### src/rtl/zbt_addr_ctrl_out_pkg.sv
// Shared defaults and FSM encoding for the ZBT address/control output stage.
// No logic here: the package holds only constants and types.
// Imported by the top module of the block.
package zbt_addr_ctrl_out_pkg;

    localparam int ZBT_ADDR_BITS = 16;
    localparam int ZBT_LEN_BITS  = 4;
    localparam int ZBT_WR_LAT    = 2;
    localparam int ZBT_RD_LAT    = 3;

    typedef enum logic {
        ST_IDLE  = 1'b0,
        ST_BURST = 1'b1
    } state_t;

endpackage

### src/rtl/zbt_addr_ctrl_out_if.sv
// Command handshake plus SRAM-side address/control and strobe bundle.
// master = arbiter side, which issues commands and observes the pins and strobes.
// slave  = zbt_addr_ctrl_out, which accepts commands and drives the pins and strobes.
interface zbt_addr_ctrl_out_if #(
    parameter int ADDR_BITS = 16,
    parameter int LEN_BITS  = 4
);
    logic                 cmd_valid;
    logic                 cmd_ready;
    logic [ADDR_BITS-1:0] cmd_addr;
    logic [LEN_BITS-1:0]  cmd_len;
    logic                 cmd_we;
    logic [ADDR_BITS-1:0] addr;
    logic                 ce_n;
    logic                 we_n;
    logic                 wr_data_en;
    logic                 rd_data_valid;
    logic                 busy;

    modport master (
        output cmd_valid, cmd_addr, cmd_len, cmd_we,
        input  cmd_ready, addr, ce_n, we_n, wr_data_en, rd_data_valid, busy
    );

    modport slave (
        input  cmd_valid, cmd_addr, cmd_len, cmd_we,
        output cmd_ready, addr, ce_n, we_n, wr_data_en, rd_data_valid, busy
    );
endinterface

### src/rtl/zbt_addr_ctrl_out_strobe_delay.sv
// Fixed-depth single-bit shift register used to align data strobes with the SRAM pipeline.
// Latency: DEPTH cycles from din to dout.
// No backpressure: the register shifts every cycle, and clr_n flushes it asynchronously.
module zbt_strobe_delay #(
    parameter int DEPTH = 2
) (
    input  logic clk,
    input  logic clr_n,
    input  logic din,
    output logic dout,
    output logic pending
);
    logic [DEPTH-1:0] pipe_q;

    // Shift in one beat flag per cycle; the oldest flag falls out of the top.
    always_ff @(posedge clk or negedge clr_n) begin
        if (!clr_n) begin
            pipe_q <= '0;
        end else begin
            pipe_q <= (pipe_q << 1) | DEPTH'(din);
        end
    end

    assign dout    = pipe_q[DEPTH-1];
    assign pending = |pipe_q;
endmodule

### src/rtl/zbt_addr_ctrl_out.sv
// ZBT SRAM address/control output stage: burst commands in, one registered address/ce_n/we_n beat per cycle out.
// Latency: the first beat reaches the pins 1 cycle after accept; wr_data_en follows by WR_LAT cycles and rd_data_valid by RD_LAT cycles.
// Backpressure: cmd_ready is high only in IDLE or on the last beat of a burst. Define ZBT_BURST_WRAP_EN for aligned wrapped bursts.
module zbt_addr_ctrl_out
    import zbt_addr_ctrl_out_pkg::*;
#(
    parameter int ADDR_BITS = ZBT_ADDR_BITS,
    parameter int LEN_BITS  = ZBT_LEN_BITS,
    parameter int WR_LAT    = ZBT_WR_LAT,
    parameter int RD_LAT    = ZBT_RD_LAT
) (
    input  logic                fpga_clk,
    input  logic                reset_n,
    zbt_addr_ctrl_out_if.slave  bus
);
    state_t               state_q, state_d;
    logic [ADDR_BITS-1:0] cur_addr_q, cur_addr_d;
    logic [LEN_BITS-1:0]  beats_q, beats_d;
    logic                 cur_we_q, cur_we_d;
    logic [ADDR_BITS-1:0] addr_q, addr_d;
    logic                 ce_n_q, ce_n_d;
    logic                 we_n_q, we_n_d;
    logic                 ready;
    logic                 wr_beat, rd_beat;
    logic                 wr_en, rd_vld;
    logic                 wr_pend, rd_pend;

    // Address advance within a burst. Wrapped mode keeps the aligned block and rolls only the low LEN_BITS bits.
    function automatic logic [ADDR_BITS-1:0] next_addr(input logic [ADDR_BITS-1:0] a);
`ifdef ZBT_BURST_WRAP_EN
        next_addr = {a[ADDR_BITS-1:LEN_BITS], a[LEN_BITS-1:0] + LEN_BITS'(1)};
`else
        next_addr = a + ADDR_BITS'(1);
`endif
    endfunction

    // Hold the FSM state register.
    always_ff @(posedge fpga_clk or negedge reset_n) begin
        if (!reset_n) begin
            state_q <= ST_IDLE;
        end else begin
            state_q <= state_d;
        end
    end

    // Compute the next state, the burst bookkeeping and the next pin values.
    // An accept on the last beat overrides the return to IDLE, so bursts run back to back.
    always_comb begin
        state_d    = state_q;
        cur_addr_d = cur_addr_q;
        beats_d    = beats_q;
        cur_we_d   = cur_we_q;
        addr_d     = addr_q;
        ce_n_d     = 1'b1;
        we_n_d     = 1'b1;
        ready      = 1'b0;
        case (state_q)
            ST_IDLE: begin
                ready = 1'b1;
            end
            ST_BURST: begin
                ce_n_d     = 1'b0;
                we_n_d     = ~cur_we_q;
                addr_d     = cur_addr_q;
                cur_addr_d = next_addr(cur_addr_q);
                beats_d    = beats_q - LEN_BITS'(1);
                if (beats_q == '0) begin
                    ready   = 1'b1;
                    state_d = ST_IDLE;
                end
            end
            default: begin
                state_d = ST_IDLE;
            end
        endcase
        if (ready && bus.cmd_valid) begin
            state_d    = ST_BURST;
            cur_addr_d = bus.cmd_addr;
            beats_d    = bus.cmd_len;
            cur_we_d   = bus.cmd_we;
        end
    end

    // Register the burst context and the SRAM pins.
    always_ff @(posedge fpga_clk or negedge reset_n) begin
        if (!reset_n) begin
            cur_addr_q <= '0;
            beats_q    <= '0;
            cur_we_q   <= 1'b0;
            addr_q     <= '0;
            ce_n_q     <= 1'b1;
            we_n_q     <= 1'b1;
        end else begin
            cur_addr_q <= cur_addr_d;
            beats_q    <= beats_d;
            cur_we_q   <= cur_we_d;
            addr_q     <= addr_d;
            ce_n_q     <= ce_n_d;
            we_n_q     <= we_n_d;
        end
    end

    // The delay lines are fed from the registered pins, so each strobe is
    // timed from the cycle its beat is actually visible at the SRAM.
    assign wr_beat = !ce_n_q && !we_n_q;
    assign rd_beat = !ce_n_q &&  we_n_q;

    zbt_strobe_delay #(.DEPTH(WR_LAT)) u_wr_delay (
        .clk     (fpga_clk),
        .clr_n   (reset_n),
        .din     (wr_beat),
        .dout    (wr_en),
        .pending (wr_pend)
    );

    zbt_strobe_delay #(.DEPTH(RD_LAT)) u_rd_delay (
        .clk     (fpga_clk),
        .clr_n   (reset_n),
        .din     (rd_beat),
        .dout    (rd_vld),
        .pending (rd_pend)
    );

    assign bus.cmd_ready     = ready;
    assign bus.addr          = addr_q;
    assign bus.ce_n          = ce_n_q;
    assign bus.we_n          = we_n_q;
    assign bus.wr_data_en    = wr_en;
    assign bus.rd_data_valid = rd_vld;
    // The beat currently on the pins has not yet entered a delay line, so it counts as pending work too.
    assign bus.busy          = (state_q == ST_BURST) || !ce_n_q || wr_pend || rd_pend;
endmodule

### src/flat_wrapper.sv
// flat-port wrapper written by rule: the top's interface ports become plain ports
module zbt_addr_ctrl_out_flat import zbt_addr_ctrl_out_pkg::*;
#(
    parameter int ADDR_BITS = ZBT_ADDR_BITS,
    parameter int LEN_BITS  = ZBT_LEN_BITS,
    parameter int WR_LAT    = ZBT_WR_LAT,
    parameter int RD_LAT    = ZBT_RD_LAT
)
  (fpga_clk, reset_n, bus_cmd_valid, bus_cmd_addr, bus_cmd_len, bus_cmd_we, bus_cmd_ready, bus_addr, bus_ce_n, bus_we_n, bus_wr_data_en, bus_rd_data_valid, bus_busy);
  zbt_addr_ctrl_out_if #(.ADDR_BITS(ADDR_BITS), .LEN_BITS(LEN_BITS)) bus_i ();
  input  logic fpga_clk;
  input  logic reset_n;
  input wire logic [$bits(bus_i.cmd_valid)-1:0] bus_cmd_valid;
  input wire logic [$bits(bus_i.cmd_addr)-1:0] bus_cmd_addr;
  input wire logic [$bits(bus_i.cmd_len)-1:0] bus_cmd_len;
  input wire logic [$bits(bus_i.cmd_we)-1:0] bus_cmd_we;
  output wire logic [$bits(bus_i.cmd_ready)-1:0] bus_cmd_ready;
  output wire logic [$bits(bus_i.addr)-1:0] bus_addr;
  output wire logic [$bits(bus_i.ce_n)-1:0] bus_ce_n;
  output wire logic [$bits(bus_i.we_n)-1:0] bus_we_n;
  output wire logic [$bits(bus_i.wr_data_en)-1:0] bus_wr_data_en;
  output wire logic [$bits(bus_i.rd_data_valid)-1:0] bus_rd_data_valid;
  output wire logic [$bits(bus_i.busy)-1:0] bus_busy;
  assign bus_i.cmd_valid = bus_cmd_valid;
  assign bus_i.cmd_addr = bus_cmd_addr;
  assign bus_i.cmd_len = bus_cmd_len;
  assign bus_i.cmd_we = bus_cmd_we;
  assign bus_cmd_ready = bus_i.cmd_ready;
  assign bus_addr = bus_i.addr;
  assign bus_ce_n = bus_i.ce_n;
  assign bus_we_n = bus_i.we_n;
  assign bus_wr_data_en = bus_i.wr_data_en;
  assign bus_rd_data_valid = bus_i.rd_data_valid;
  assign bus_busy = bus_i.busy;
  zbt_addr_ctrl_out #(.ADDR_BITS(ADDR_BITS), .LEN_BITS(LEN_BITS), .WR_LAT(WR_LAT), .RD_LAT(RD_LAT)) u_core (.fpga_clk(fpga_clk), .reset_n(reset_n), .bus(bus_i));
endmodule
### config.mk
export PLATFORM = sky130hd
export DESIGN_NAME = zbt_addr_ctrl_out_flat
export DESIGN_NICKNAME = d
export VERILOG_FILES = /design/src/rtl/zbt_addr_ctrl_out_pkg.sv /design/src/rtl/zbt_addr_ctrl_out_if.sv /design/src/rtl/zbt_addr_ctrl_out_strobe_delay.sv /design/src/rtl/zbt_addr_ctrl_out.sv /design/src/flat_wrapper.sv
export SDC_FILE = /design/constraint.sdc
export NUM_CORES = 1
export LEC_CHECK = 0
export ABC_AREA = 1
export BUFFER_PORTS_ARGS = -buffer_cell sky130_fd_sc_hd__buf_2
export CORE_UTILIZATION = 25
export CTS_BUF_LIST = sky130_fd_sc_hd__clkbuf_16
export CTS_CLUSTER_DIAMETER = 50
export CTS_CLUSTER_SIZE = 8
export DETAILED_ROUTE_END_ITERATION = 16
export RECOVER_POWER = 100
export SLEW_MARGIN = 20
export SYNTH_ARGS = -nofsm -noshare
export SYNTH_HDL_FRONTEND = slang
export SYNTH_SLANG_ARGS = --single-unit
export TNS_END_PERCENT = 10
### constraint.sdc
create_clock -name fpga_clk -period 1.7 [get_ports fpga_clk]
set_input_delay 0.085 -clock fpga_clk [delete_from_list [all_inputs] [get_ports fpga_clk]]
set_output_delay 0.085 -clock fpga_clk [all_outputs]
set_load 0.05 [all_outputs]
# --- Yosys cells after proc, flatten, opt, wreduce, memory -nomap -nowiden ---
# Index checks and enable logic that the tools add are counted.
totals:
  ff_bits: 45
  in_bits: 24
  out_inout_bits: 22
  word_cells: 38
classes:
  addsub: 2
  n_mux: 11
  bitwise: 4
  n_reduce_logical: 12
ops:
  columns: ["op", "n"]
  rows:
  - ["16-bit two-way mux", 2]
  - ["16-bit by 1-bit adder with 16-bit output, second input constant", 1]
  - ["4-bit two-way mux", 2]
  - ["1-bit two-way mux", 6]
  - ["4-bit logical NOT", 1]
  - ["4-bit by 1-bit subtractor with 4-bit output, second input constant", 1]
  - ["1-bit logical AND", 3]
  - ["1-bit logical OR", 3]
  - ["3-bit by 1-bit OR with 3-bit output", 1]
  - ["3-bit OR reduction", 1]
  - ["1-bit logical NOT", 2]
  - ["1-bit NOT", 2]
  - ["2-bit by 1-bit OR with 2-bit output", 1]
  - ["1-bit case mux with 2 select lines", 1]
  - ["2-bit nonzero test", 1]
  - ["2-bit OR reduction", 1]

# --- Logic depth before layout (Yosys ltp) ---
# Gate-level depths: netlist of the first run.
depth:
  ltp_word: 5
  ltp_mapped: 10
  ltp_nobuf: 9

# --- By module ---
# A second synthesis of the first run with hierarchy kept.
hier_totals:
  hier_cells: 315
  area_unflattened_um2: 2391.0
by_module_without_submodules:
  columns: ["module", "n_inst", "cells_each", "area_each_um2", "seq_area_each_um2"]
  rows:
  - ["zbt_addr_ctrl_out", 1, 304, 2243.4, 1003.5]
  - ["zbt_strobe_delay at u_core.u_rd_delay", 1, 6, 86.3, 75.1]
  - ["zbt_strobe_delay at u_core.u_wr_delay", 1, 5, 61.3, 50.0]

# --- Worst setup path after synthesis of the first run ---
# No wires, ideal clock.
synth_path:
  path_type: "reg-to-reg"
  startpoint: "register u_core.beats_q[0]"
  endpoint: "register u_core.cur_addr_q[14]"
  setup_time_ps: 116
  t_arrival_ps: 1433
  required_time_ps: 1584
  path_slack_ps: 151
  path_stages_with_launch: 11
  synth_period_minus_slack_ps: 1549
  path_cell_list: "dfrtp_1 inv_1 ha_1 nand2_2 o21ai_4 buf_4 nand3b_1 nand2_1 inv_1 nand2_1 nand2_1"
synth_via:
  elab_chain_len: 5
synth_rtl:
  columns: ["item", "line", "rtl"]
  rows:
  - ["from (decl)", "zbt_addr_ctrl_out.sv:18", "logic [LEN_BITS-1:0] beats_q, beats_d;"]
  - ["from (signal assigned)", "zbt_addr_ctrl_out.sv:95", "beats_q <= beats_d;"]
  - ["4-bit logical NOT *", "zbt_addr_ctrl_out.sv:67", "if (beats_q == '0) begin"]
  - ["1-bit two-way mux *", "zbt_addr_ctrl_out.sv:67", null]
  - ["1-bit case mux with 2 select lines *", "zbt_addr_ctrl_out.sv:57", "case (state_q)"]
  - ["via bus_cmd_ready", "flat_wrapper.sv:17", "output wire logic [$bits(bus_i.cmd_ready)-1:0] bus_cmd_ready;"]
  - ["1-bit logical AND *", "zbt_addr_ctrl_out.sv:76", "if (ready && bus.cmd_valid) begin"]
  - ["16-bit two-way mux / 2-bit nonzero test (equally long branches)", null, null]
  - ["to (signal assigned)", "zbt_addr_ctrl_out.sv:94", "cur_addr_q <= cur_addr_d;"]
  - ["to (decl)", "zbt_addr_ctrl_out.sv:17", "logic [ADDR_BITS-1:0] cur_addr_q, cur_addr_d;"]
# Mark *: on every way through the listed nets, which the timed path passes. The rest lies on a longest branch.
# A chain may end at the register's enable or synchronous reset.

# --- Worst setup path after layout of the first run ---
layout_path:
  startpoint: "register u_core.beats_q[0]"
  endpoint: "output port bus_cmd_ready"
layout_via:
  elab_chain_len: 3
layout_rtl:
  columns: ["item", "line"]
  rows:
  - ["4-bit logical NOT", "zbt_addr_ctrl_out.sv:67"]
  - ["1-bit two-way mux", "zbt_addr_ctrl_out.sv:67"]
  - ["1-bit case mux with 2 select lines", "zbt_addr_ctrl_out.sv:57"]
  - ["to (decl)", "flat_wrapper.sv:17"]
# Every way passes these cells.

==> impl_metrics.xml, run 1 <==
<?xml version="1.0" encoding="UTF-8"?>
<metrics>
  <group name="cells_and_area">
    <metric name="layout-area-overhead-vs-synth" unit="%">23.03</metric>
    <metric name="insertedDiodeCount" unit="">0</metric>
    <metric name="final_layout_size_suffix_gt1_share" unit="%">12.68</metric>
    <metric name="final_net_count" unit="">380</metric>
  </group>
  <group name="worst_setup_path">
    <metric name="worst_setup_path_start_kind" unit="">register</metric>
    <metric name="worst_ep_required_time" unit="ns">1.62</metric>
    <metric name="timing.critical_path.to_type" unit="">primary output</metric>
    <metric name="regToRegSetupSlack" unit="ns">0.14</metric>
    <metric name="crit-reg2reg-launch" unit="">u_core.beats_q[0]</metric>
    <metric name="worst_ep_arrival" unit="ns">1.50</metric>
    <metric name="rr_worst_depth" unit="">9</metric>
    <metric name="cp_max_fo" unit="">17</metric>
    <metric name="worst_r2r_endpoint" unit="">u_core.cur_addr_q[7]</metric>
    <metric name="timing_worst_setup_path_type" unit="">register to primary output</metric>
  </group>
  <group name="synthesis">
    <metric name="post-synth-top-area-fraction" unit="%">46.39</metric>
    <metric name="netlist_top_cells_area" unit="">sky130_fd_sc_hd__dfrtp_1 (46%), sky130_fd_sc_hd__nand2_1 (19%), sky130_fd_sc_hd__nand3_1 (4.7%)</metric>
    <metric name="synth_warnings" unit="">0</metric>
    <metric name="post_synth_instance_area" unit="sq mm">0.002320</metric>
    <metric name="synth_most_common_cell" unit="">sky130_fd_sc_hd__nand2_1</metric>
    <metric name="seq_area_frac_synth" unit="%">48.65</metric>
    <metric name="synth.net_count" unit="">329</metric>
    <metric name="synth.avg_cell_area" unit="sq um">7.656</metric>
    <metric name="synth_enable_flop_cells" unit="">0</metric>
    <metric name="ys_dominant_reg_cell" unit="">sky130_fd_sc_hd__dfrtp_1</metric>
    <metric name="yosys-top-cells-count" unit="">sky130_fd_sc_hd__nand2_1 (119), sky130_fd_sc_hd__dfrtp_1 (43), sky130_fd_sc_hd__inv_1 (29), sky130_fd_sc_hd__nand3_1 (22), sky130_fd_sc_hd__nor2_1 (18)</metric>
    <metric name="netlist-cell-type-count" unit="">27</metric>
    <metric name="netlist_instances" unit="">303</metric>
    <metric name="synth-async-reset-ratio" unit="%">100.0</metric>
    <metric name="synth-seq-cells" unit="">45</metric>
    <metric name="synth_area_leader_cell" unit="">sky130_fd_sc_hd__dfrtp_1</metric>
  </group>
  <group name="floorplan">
    <metric name="die_h" unit="microns">98.33</metric>
    <metric name="design.portCount" unit="">46</metric>
    <metric name="num_rows" unit="">34</metric>
    <metric name="dieWidth" unit="microns">98.33</metric>
    <metric name="fp.coreArea" unit="sq mm">0.008848</metric>
    <metric name="die_area" unit="sq mm">0.009668</metric>
    <metric name="initial_core_util" unit="%">26.22</metric>
  </group>
  <group name="worst_hold_path">
    <metric name="min_to" unit="">u_core.beats_q[3]</metric>
    <metric name="hold_class" unit="">primary input to register</metric>
    <metric name="hold_path_cells" unit="">3</metric>
    <metric name="hold_path_startpoint" unit="">bus_cmd_len[3]</metric>
  </group>
  <group name="sta">
    <metric name="hold_ws" unit="ns">0.04753</metric>
    <metric name="final-setup-viol-count" unit="">0</metric>
    <metric name="worstMarginPinSlew" unit="ns">1.237</metric>
    <metric name="finalWorstSetupSlack" unit="ns">0.1104</metric>
    <metric name="layout_min_cycle_time" unit="ns">1.590</metric>
    <metric name="clock_skew" unit="ns">0.007019</metric>
    <metric name="final-max-slew-violation-count" unit="">0</metric>
    <metric name="hold_violations" unit="">0</metric>
    <metric name="rsz0062_at_grt" unit="">false</metric>
    <metric name="timing.fmax" unit="MHz">629.1</metric>
    <metric name="max-slew-margin-rel" unit="%">17.56</metric>
    <metric name="fin_tns_setup" unit="ns">0</metric>
    <metric name="final_min_period_over_clock_period" unit="%">93.50</metric>
  </group>
  <group name="cts">
    <metric name="postCtsSetupBuffers" unit="">0</metric>
    <metric name="clk_pin_slew_worst_paths" unit="ns">0.06</metric>
    <metric name="cts_buffers" unit="">5</metric>
    <metric name="clock_latency" unit="ns">0.28</metric>
    <metric name="cts.path.max_buffers" unit="">2</metric>
    <metric name="cts.sinks" unit="">45</metric>
    <metric name="cts_max_level" unit="">2</metric>
    <metric name="clock-root-buffer" unit="">sky130_fd_sc_hd__clkbuf_16</metric>
    <metric name="clock_tree_from_tritoncts" unit="">done</metric>
  </group>
  <group name="power">
    <metric name="p_total" unit="W">0.006231</metric>
    <metric name="reported_leakage_power" unit="nW">1.434</metric>
    <metric name="power.density_cell_area" unit="mW/mm^2">2183</metric>
    <metric name="worst_supply_voltage_drop_on_vdd" unit="uV">601.4</metric>
  </group>
  <group name="global_routing">
    <metric name="maximum_number_of_pins_on_one_net_before_global_route_repair" unit="">25</metric>
    <metric name="grt_antenna_before_repair" unit="">0</metric>
    <metric name="grt_pass1_wl" unit="mm">9.970</metric>
    <metric name="grt_util_all_layers" unit="%">13.04</metric>
    <metric name="grt_pass1_vias" unit="">2024</metric>
    <metric name="globalRouteOverflowTotal" unit="">0</metric>
  </group>
  <group name="detailed_routing">
    <metric name="drt_first_iter_violations" unit="">153</metric>
    <metric name="post-route-drc-count" unit="">0</metric>
    <metric name="route.vias.total" unit="">2068</metric>
    <metric name="detail_route.first_pass.iterations" unit="">8</metric>
    <metric name="detail_route.wl_per_cell" unit="microns">12.34</metric>
    <metric name="postRouteAntennaNets" unit="">0</metric>
    <metric name="mean_number_of_vias_per_cell" unit="">4.467</metric>
    <metric name="drt-total-wl" unit="mm">5.712</metric>
  </group>
  <group name="place">
    <metric name="placement.setup.worst_slack" unit="ns">0.1631</metric>
    <metric name="dp_hpwl" unit="mm">4.227</metric>
    <metric name="placement.io_buffers" unit="">45</metric>
    <metric name="gp_congestion" unit="">0.8317</metric>
  </group>
  <group name="job">
    <metric name="max_cap_violations" unit="">0</metric>
  </group>
  <group name="status">
    <metric name="outcome" unit="">completed</metric>
  </group>
</metrics>
-- worst max-delay path by stage --
stage,end,from,depth (start not counted)
2_1_floorplan,u_core.cur_addr_q[14],u_core.beats_q[0],10
3_3_place_gp,u_core.cur_addr_q[7],u_core.beats_q[0],9
3_5_place_dp,u_core.cur_addr_q[7],u_core.beats_q[0],9
4_1_cts,bus_cmd_ready,u_core.beats_q[0],6
5_1_grt,bus_cmd_ready,u_core.beats_q[0],6
6_report,bus_cmd_ready,u_core.beats_q[0],6
-- cells by family after synthesis --
logic type	synth area share, %
and+or+nand+nor	33.01
buffers and inverters	7.767
DFF	48.65
AOI/OAI and AO/OA	7.228
xor gates and xnor gates	2.265
adders and majority gates	1.079
-- metal layers --
layer	vias to the layer above	track usage, %	routed length (microns)
met3	9	3.794	419
met5	-	0	0
met2	60	18.15	2295
li1	1052	-	-
met4	0	4.133	70
met1	947	19.24	2927
-- flip-flops by register name (all words and copies together) (netlist names) --
name,count
u_core.state_q,1
u_core.cur_addr_q,16
u_core.bus.addr,16
u_core.cur_we_q,1
u_core.beats_q,4
u_core.bus.we_n,1
u_core.u_rd_delay.pipe_q,3
u_core.u_wr_delay.pipe_q,2
u_core.bus.ce_n,1
-- area by class of cell --
class / instances / area, sq um
sequential: 45 / 1129
timing repair buffer: 57 / 301.5
clock inverter: 3 / 42.54
clock buffer: 5 / 125.1
tap: 108 / 135.1
inverter: 30 / 112.6
multi-input combinational: 215 / 1008
fill: 977 / 5995
-- critical path, cell delays in order (launching register included) --
cell                      delay (ns)
sky130_fd_sc_hd__dfrtp_1        0.35
sky130_fd_sc_hd__inv_1          0.10
sky130_fd_sc_hd__ha_1           0.19
sky130_fd_sc_hd__nand2_2        0.08
sky130_fd_sc_hd__o21ai_4        0.14
sky130_fd_sc_hd__buf_6          0.19
sky130_fd_sc_hd__buf_6          0.18
-- power breakdown --
part	internal (W)	switching (W)	leakage, nW
combinational	0.000847	0.00218	0.823
sequential	0.00164	0.000467	0.526
clock	0.000690	0.000403	0.0852
total	0.00318	0.00305	1.43
-- what timing repair did --
| item | 4_1_cts | 5_1_grt |
|---|---|---|
| hold buffers | 1 | 0 |
| gates resized for setup | 2 | 1 |
| endpoints found under the setup margin | 1 | 1 |
| endpoints found under the hold margin | 21 | 0 |
| gates cloned | 0 | 0 |
-- layout by cell type (no fill, tap or decap), drive strengths merged --
cell type and count:
xor2 5, nor3 1, ha 2, xnor2 1, nor2 20, inv 31, bufinv 1, o211ai 6
clkbuf 31, dfrtp 43, o21ai 18, o22ai 1, nand4 4, buf 30, nand3b 10, nand2 121
dlygate4sd3 1, and2 1, a21oi 3, nand3 22, dfstp 2, clkinv 1
-- through the flow --
step / instance area [sq um] / utilization (%) / cells
after floorplan: 2320 / - / 303
after global placement: 2708 / 30.60 / 454
after detailed placement: 2708 / 30.60 / 454
after CTS: 2892 / 32.68 / 463
after global routing: 2854 / 32.25 / 463
final: 2854 / 32.25 / 463
(Power assumes the default switching activity.)
==> run 2, diff against run 1 <==
--- a/config.mk
+++ b/config.mk
@@ -7,7 +7,7 @@
 export LEC_CHECK = 0
 export ABC_AREA = 1
 export BUFFER_PORTS_ARGS = -buffer_cell sky130_fd_sc_hd__buf_2
-export CORE_UTILIZATION = 25
+export CORE_UTILIZATION = 41
 export CTS_BUF_LIST = sky130_fd_sc_hd__clkbuf_16
 export CTS_CLUSTER_DIAMETER = 50
 export CTS_CLUSTER_SIZE = 8
==> run 2 against run 1 <==
Core utilization increased by 19 points; sequential cell count unchanged; clock skew decreased by 0.0016 ns; routed wire length decreased by 5.4%; worst hold slack got worse by 0.0058 ns; global-route usage increased by 6.5 points; register-to-register slack about the same; fmax increased by 0.46%; largest cell class unchanged.
==> impl_metrics.xml, run 2 (synthesis gave the netlist of run 1 again) <==
<?xml version="1.0" encoding="UTF-8"?>
<metrics>
  <group name="cells_and_area">
    <metric name="fin_util" unit="%">51.74</metric>
    <metric name="post_layout_nonfiller_instances" unit="">429</metric>
    <metric name="layout.cells.most_common" unit="">sky130_fd_sc_hd__nand2_1</metric>
    <metric name="layout-area-overhead-vs-synth" unit="%">22.06</metric>
    <metric name="mostFrequentLayoutCells" unit="">sky130_fd_sc_hd__nand2_1 (119), sky130_fd_sc_hd__dfrtp_1 (43), sky130_fd_sc_hd__inv_1 (30)</metric>
    <metric name="final_net_count" unit="">382</metric>
    <metric name="insertedDiodeCount" unit="">0</metric>
    <metric name="final_layout_size_suffix_gt1_share" unit="%">14.01</metric>
  </group>
  <group name="cts">
    <metric name="cts_buffers" unit="">5</metric>
    <metric name="clock_latency" unit="ns">0.28</metric>
    <metric name="cts_max_level" unit="">2</metric>
    <metric name="cts.path.max_buffers" unit="">2</metric>
    <metric name="clk_pin_slew_worst_paths" unit="ns">0.06</metric>
    <metric name="clock_tree_from_tritoncts" unit="">done</metric>
    <metric name="clock-root-buffer" unit="">sky130_fd_sc_hd__clkbuf_16</metric>
    <metric name="cts.sinks" unit="">45</metric>
  </group>
  <group name="sta">
    <metric name="clock_skew" unit="ns">0.005457</metric>
    <metric name="fin_tns_setup" unit="ns">0</metric>
    <metric name="final-max-slew-violation-count" unit="">0</metric>
    <metric name="max-slew-margin-rel" unit="%">16.08</metric>
    <metric name="timing.fmax" unit="MHz">632.0</metric>
    <metric name="worstMarginPinSlew" unit="ns">1.259</metric>
    <metric name="hold_ws" unit="ns">0.04178</metric>
    <metric name="final-setup-viol-count" unit="">0</metric>
    <metric name="layout_min_cycle_time" unit="ns">1.582</metric>
    <metric name="hold_violations" unit="">0</metric>
    <metric name="rsz0062_at_grt" unit="">false</metric>
    <metric name="final_min_period_over_clock_period" unit="%">93.07</metric>
  </group>
  <group name="floorplan">
    <metric name="fp.coreArea" unit="sq mm">0.005473</metric>
    <metric name="num_rows" unit="">27</metric>
    <metric name="dieWidth" unit="microns">77.22</metric>
    <metric name="design.portCount" unit="">46</metric>
    <metric name="die_area" unit="sq mm">0.005963</metric>
    <metric name="initial_core_util" unit="%">42.39</metric>
    <metric name="die_h" unit="microns">77.22</metric>
  </group>
  <group name="detailed_routing">
    <metric name="postRouteAntennaNets" unit="">0</metric>
    <metric name="route.vias.total" unit="">2094</metric>
    <metric name="mean_number_of_vias_per_cell" unit="">4.881</metric>
    <metric name="post-route-drc-count" unit="">0</metric>
    <metric name="drt_first_iter_violations" unit="">130</metric>
    <metric name="detail_route.wl_per_cell" unit="microns">12.60</metric>
    <metric name="drt-total-wl" unit="mm">5.404</metric>
    <metric name="detail_route.first_pass.iterations" unit="">4</metric>
  </group>
  <group name="place">
    <metric name="gp_congestion" unit="">0.8554</metric>
    <metric name="dp_hpwl" unit="mm">3.882</metric>
    <metric name="placement.io_buffers" unit="">45</metric>
    <metric name="dp.cells" unit="">417</metric>
  </group>
  <group name="worst_setup_path">
    <metric name="worst_ep_arrival" unit="ns">1.50</metric>
    <metric name="cp_max_fo" unit="">12</metric>
    <metric name="worst_setup_path_start_kind" unit="">register</metric>
    <metric name="worst_ep_required_time" unit="ns">1.62</metric>
    <metric name="timing.critical_path.to_type" unit="">primary output</metric>
    <metric name="timing_worst_setup_path_type" unit="">register to primary output</metric>
    <metric name="rr_worst_depth" unit="">8</metric>
  </group>
  <group name="power">
    <metric name="power.density_cell_area" unit="mW/mm^2">2215</metric>
    <metric name="worst_supply_voltage_drop_on_vdd" unit="uV">865.2</metric>
    <metric name="p_total" unit="W">0.006273</metric>
    <metric name="reported_leakage_power" unit="nW">1.452</metric>
  </group>
  <group name="worst_hold_path">
    <metric name="hold_path_cells" unit="">3</metric>
    <metric name="hold_class" unit="">primary input to register</metric>
  </group>
  <group name="global_routing">
    <metric name="grt_pass1_vias" unit="">1958</metric>
    <metric name="grt_util_all_layers" unit="%">19.54</metric>
    <metric name="globalRouteOverflowTotal" unit="">0</metric>
    <metric name="grt_pass1_wl" unit="mm">9.108</metric>
    <metric name="maximum_number_of_pins_on_one_net_before_global_route_repair" unit="">30</metric>
    <metric name="grt_antenna_before_repair" unit="">0</metric>
  </group>
  <group name="job">
    <metric name="max_cap_violations" unit="">0</metric>
  </group>
  <group name="status">
    <metric name="outcome" unit="">completed</metric>
  </group>
</metrics>
[run 2: through the flow]
step                      instance area, sq um  setup WS (ns)
after floorplan                           2320         0.1511
after global placement                    2655         0.2203
after detailed placement                  2655         0.1622
after CTS                                 2835        0.02875
after global routing                      2831       0.008883
final                                     2831         0.1177
[run 2: critical path, stage by stage (launching register included)]
cell                      delay [ns]
sky130_fd_sc_hd__dfrtp_1        0.36
sky130_fd_sc_hd__inv_1          0.11
sky130_fd_sc_hd__ha_1           0.19
sky130_fd_sc_hd__nand2_2        0.08
sky130_fd_sc_hd__o21ai_4        0.15
sky130_fd_sc_hd__buf_8          0.16
sky130_fd_sc_hd__buf_6          0.16
[run 2: where the power goes]
part	switching [W]	total (W)	internal (W)
Clock	0.000395	0.00108	0.000685
Sequential	0.000476	0.00212	0.00164
Combinational	0.00218	0.00308	0.000897
[run 2: area by class of cell]
type	instances	area, sq um
multi-input cells	215	1011
inverters	30	112.6
fillers	587	2641
clock inverters	3	38.79
repair buffers	59	325.3
flip-flops and latches	45	1129
well taps	72	90.09
clock buffers	5	125.1
[run 2: path summary, 6_finish.rpt]
kind / startpoint / end / slack [ns]
min in group asynchronous: reset_n / u_core.cur_addr_q[6] / 0.59
setup reg to reg: u_core.beats_q[0] / u_core.cur_addr_q[0] / 0.13
hold / removal: bus_cmd_we / u_core.cur_we_q / 0.04
setup / recovery: u_core.beats_q[0] / bus_cmd_ready / 0.12
hold reg to reg: u_core.u_rd_delay.pipe_q[0] / u_core.u_rd_delay.pipe_q[1] / 0.38
max in group asynchronous: reset_n / u_core.bus.ce_n / 0.30
[run 2: what timing repair did]
action	CTS	global route
resized for setup	2	3
endpoints found under the setup margin	1	1
hold buffers	1	0
buffers inserted	0	3
endpoints found under the hold margin	21	0
[run 2: layer usage]
layer  part of all wire [%]  GRT usage (%)  vias to the layer above  wire [microns]
met5                      0              0                        -               0
met4                    1.3          6.226                        0              69
met3                    4.3          2.857                        6             233
met2                     45          32.57                       51            2450
met1                     49          25.94                      970            2650
li1                       -              -                     1067               -
==> run 3, diff against run 2 <==
--- a/config.mk
+++ b/config.mk
@@ -7,11 +7,14 @@
 export LEC_CHECK = 0
 export ABC_AREA = 1
 export BUFFER_PORTS_ARGS = -buffer_cell sky130_fd_sc_hd__buf_2
-export CORE_UTILIZATION = 41
+export CELL_PAD_IN_SITES_DETAIL_PLACEMENT = 0
+export CELL_PAD_IN_SITES_GLOBAL_PLACEMENT = 2
+export CORE_UTILIZATION = 31
 export CTS_BUF_LIST = sky130_fd_sc_hd__clkbuf_16
 export CTS_CLUSTER_DIAMETER = 50
 export CTS_CLUSTER_SIZE = 8
 export DETAILED_ROUTE_END_ITERATION = 16
+export PLACE_DENSITY_LB_ADDON = 0.1
 export RECOVER_POWER = 100
 export SLEW_MARGIN = 20
 export SYNTH_ARGS = -nofsm -noshare
==> run 3 against run 2 <==
Clock power is 19% higher; global-route usage is 2.9 points lower; via count is 4.0% lower.
==> impl_metrics.xml, run 3 (synthesis gave the netlist of run 1 again) <==
<?xml version="1.0" encoding="UTF-8"?>
<metrics>
  <group name="status">
    <metric name="outcome" unit="">completed</metric>
  </group>
  <group name="global_routing">
    <metric name="grt_pass1_wl" unit="mm">9.825</metric>
    <metric name="grt_most_used_layer" unit="">met2</metric>
    <metric name="met3_track_demand_over_resource" unit="%">2.052</metric>
    <metric name="grt_antenna_before_repair" unit="">0</metric>
    <metric name="met2_usage" unit="%">26.36</metric>
    <metric name="grt_util_all_layers" unit="%">16.63</metric>
    <metric name="maximum_number_of_pins_on_one_net_before_global_route_repair" unit="">25</metric>
    <metric name="grt_util_met1" unit="%">24.16</metric>
    <metric name="globalRouteOverflowTotal" unit="">0</metric>
    <metric name="grt_pass1_vias" unit="">1984</metric>
  </group>
  <group name="worst_setup_path">
    <metric name="timing_worst_setup_path_type" unit="">register to primary output</metric>
    <metric name="worst_ep_arrival" unit="ns">1.50</metric>
    <metric name="worstSetupStartpoint" unit="">u_core.beats_q[0]</metric>
    <metric name="regToRegSetupSlack" unit="ns">0.16</metric>
    <metric name="timing.critical_path.to_type" unit="">primary output</metric>
    <metric name="cp_max_fo" unit="">5</metric>
    <metric name="rr_worst_depth" unit="">9</metric>
    <metric name="worst_r2r_endpoint" unit="">u_core.cur_addr_q[7]</metric>
    <metric name="crit_path_end" unit="">bus_cmd_ready</metric>
    <metric name="crit-reg2reg-launch" unit="">u_core.beats_q[0]</metric>
    <metric name="worst_ep_required_time" unit="ns">1.62</metric>
    <metric name="worst_setup_path_start_kind" unit="">register</metric>
  </group>
  <group name="cts">
    <metric name="cts_buffers" unit="">5</metric>
    <metric name="clock_tree_from_tritoncts" unit="">done</metric>
    <metric name="clock_latency" unit="ns">0.29</metric>
    <metric name="clk_pin_slew_worst_paths" unit="ns">0.07</metric>
    <metric name="cts.sinks" unit="">45</metric>
    <metric name="cts.path.max_buffers" unit="">2</metric>
    <metric name="cts_max_level" unit="">2</metric>
    <metric name="clock-root-buffer" unit="">sky130_fd_sc_hd__clkbuf_16</metric>
  </group>
  <group name="cells_and_area">
    <metric name="fin_util" unit="%">39.93</metric>
    <metric name="insertedDiodeCount" unit="">0</metric>
    <metric name="post_layout_nonfiller_instances" unit="">455</metric>
    <metric name="mostFrequentLayoutCells" unit="">sky130_fd_sc_hd__nand2_1 (119), sky130_fd_sc_hd__dfrtp_1 (43), sky130_fd_sc_hd__inv_1 (29)</metric>
    <metric name="final_net_count" unit="">381</metric>
    <metric name="final_layout_size_suffix_gt1_share" unit="%">14.33</metric>
    <metric name="layout.cells.most_common" unit="">sky130_fd_sc_hd__nand2_1</metric>
    <metric name="layout-area-overhead-vs-synth" unit="%">24.87</metric>
    <metric name="fillers" unit="">808</metric>
  </group>
  <group name="sta">
    <metric name="worstMarginPinSlew" unit="ns">1.307</metric>
    <metric name="final-max-slew-violation-count" unit="">0</metric>
    <metric name="hold_ws" unit="ns">0.02269</metric>
    <metric name="final-setup-viol-count" unit="">0</metric>
    <metric name="layout_min_cycle_time" unit="ns">1.582</metric>
    <metric name="max-slew-margin-rel" unit="%">12.87</metric>
    <metric name="timing.fmax" unit="MHz">631.9</metric>
    <metric name="rsz0062_at_grt" unit="">false</metric>
    <metric name="hold_violations" unit="">0</metric>
    <metric name="final_min_period_over_clock_period" unit="%">93.09</metric>
    <metric name="clock_skew" unit="ns">0.006871</metric>
    <metric name="fin_tns_setup" unit="ns">0</metric>
  </group>
  <group name="detailed_routing">
    <metric name="drt_first_iter_violations" unit="">53</metric>
    <metric name="detail_route.wl_per_cell" unit="microns">12.82</metric>
    <metric name="mean_number_of_vias_per_cell" unit="">4.420</metric>
    <metric name="detail_route.first_pass.iterations" unit="">5</metric>
    <metric name="postRouteAntennaNets" unit="">0</metric>
    <metric name="route.vias.total" unit="">2011</metric>
    <metric name="post-route-drc-count" unit="">0</metric>
    <metric name="drt-total-wl" unit="mm">5.833</metric>
  </group>
  <group name="floorplan">
    <metric name="initial_core_util" unit="%">31.98</metric>
    <metric name="design.portCount" unit="">46</metric>
    <metric name="die_area" unit="sq mm">0.007833</metric>
    <metric name="dieWidth" unit="microns">88.51</metric>
    <metric name="fp.coreArea" unit="sq mm">0.007253</metric>
    <metric name="num_rows" unit="">31</metric>
    <metric name="die_h" unit="microns">88.51</metric>
  </group>
  <group name="place">
    <metric name="placement.io_buffers" unit="">45</metric>
    <metric name="dp.cells" unit="">446</metric>
    <metric name="gp_congestion" unit="">0.7987</metric>
    <metric name="dp_hpwl" unit="mm">4.252</metric>
  </group>
  <group name="job">
    <metric name="max_cap_violations" unit="">0</metric>
  </group>
  <group name="power">
    <metric name="combinational_power_share" unit="%">47.5</metric>
    <metric name="worst_supply_voltage_drop_on_vdd" unit="uV">639.7</metric>
    <metric name="seq_power_share" unit="%">32.7</metric>
    <metric name="power.switching" unit="W">0.003082</metric>
    <metric name="reported_leakage_power" unit="nW">1.456</metric>
    <metric name="p_int" unit="W">0.003377</metric>
    <metric name="p_sw_share" unit="%">47.71</metric>
    <metric name="clkPwrFrac" unit="%">19.8</metric>
    <metric name="power.density_cell_area" unit="mW/mm^2">2230</metric>
  </group>
  <group name="worst_hold_path">
    <metric name="hold_path_cells" unit="">3</metric>
    <metric name="hold_class" unit="">primary input to register</metric>
  </group>
</metrics>
run 3: layout make-up:
class	count	area, sq um	share of cell area [%]
Clock buffer	5	125.1	4.320
Sequential cell	45	1129	38.96
Clock inverter	3	68.82	2.376
Tap cell	99	123.9	4.276
Multi-Input combinational cell	215	1013	34.99
Inverter	30	112.6	3.888
Timing Repair Buffer	58	324.1	11.19
run 3: power by group through the flow:
stage	sequential, W	combinational, W	clock, W
6_report	0.00212	0.00307	0.00128
5_1_grt	0.00220	0.00348	0.00135
4_1_cts	0.00211	0.00319	0.00132
3_5_place_dp	0.00213	0.00317	0
3_3_place_gp	0.00212	0.00315	0
2_1_floorplan	0.00286	0.00156	0
run 3: critical path: stages (launching register included):
cell and delay [ns]:
sky130_fd_sc_hd__dfrtp_1 0.36, sky130_fd_sc_hd__inv_1 0.11, sky130_fd_sc_hd__ha_2 0.20, sky130_fd_sc_hd__nand2_2 0.08, sky130_fd_sc_hd__o21ai_4 0.15, sky130_fd_sc_hd__buf_4 0.16, sky130_fd_sc_hd__buf_6 0.16
run 3: what timing repair did:
| action | CTS | global route |
|---|---|---|
| gates cloned | 0 | 0 |
| setup endpoints to repair | 1 | 2 |
| endpoints found under the hold margin | 21 | 0 |
| gates resized for setup | 1 | 2 |
| buffers inserted | 0 | 0 |
| hold buffers | 1 | 0 |
run 3: how the worst min path moves through the flow:
stage,from,endpoint,slack (ns)
CTS,bus_cmd_we,u_core.cur_we_q,0.02
floorplan,reset_n,u_core.beats_q[0],-0.21
global route,bus_cmd_we,u_core.cur_we_q,0.04
finish,bus_cmd_we,u_core.cur_we_q,0.02
detailed placement,reset_n,u_core.u_wr_delay.pipe_q[0],0.10
global placement,reset_n,u_core.u_wr_delay.pipe_q[1],0.10
run 3: metal layers:
layer / wire length [microns] / up-vias
met1: 3171 / 911
met3: 160 / 4
li1: - / 1059
met2: 2471 / 37
met5: 0 / -
met4: 30 / 0
run 3: through the flow:
step	power [W]	setup slack [ns]	cell area, sq um
floorplan	0.004421	0.1511	2320
global placement	0.005276	0.1994	2716
detailed placement	0.005299	0.1589	2716
CTS	0.006622	0.05827	2923
global route	0.007035	0.004335	2897
finish	0.006459	0.1175	2897
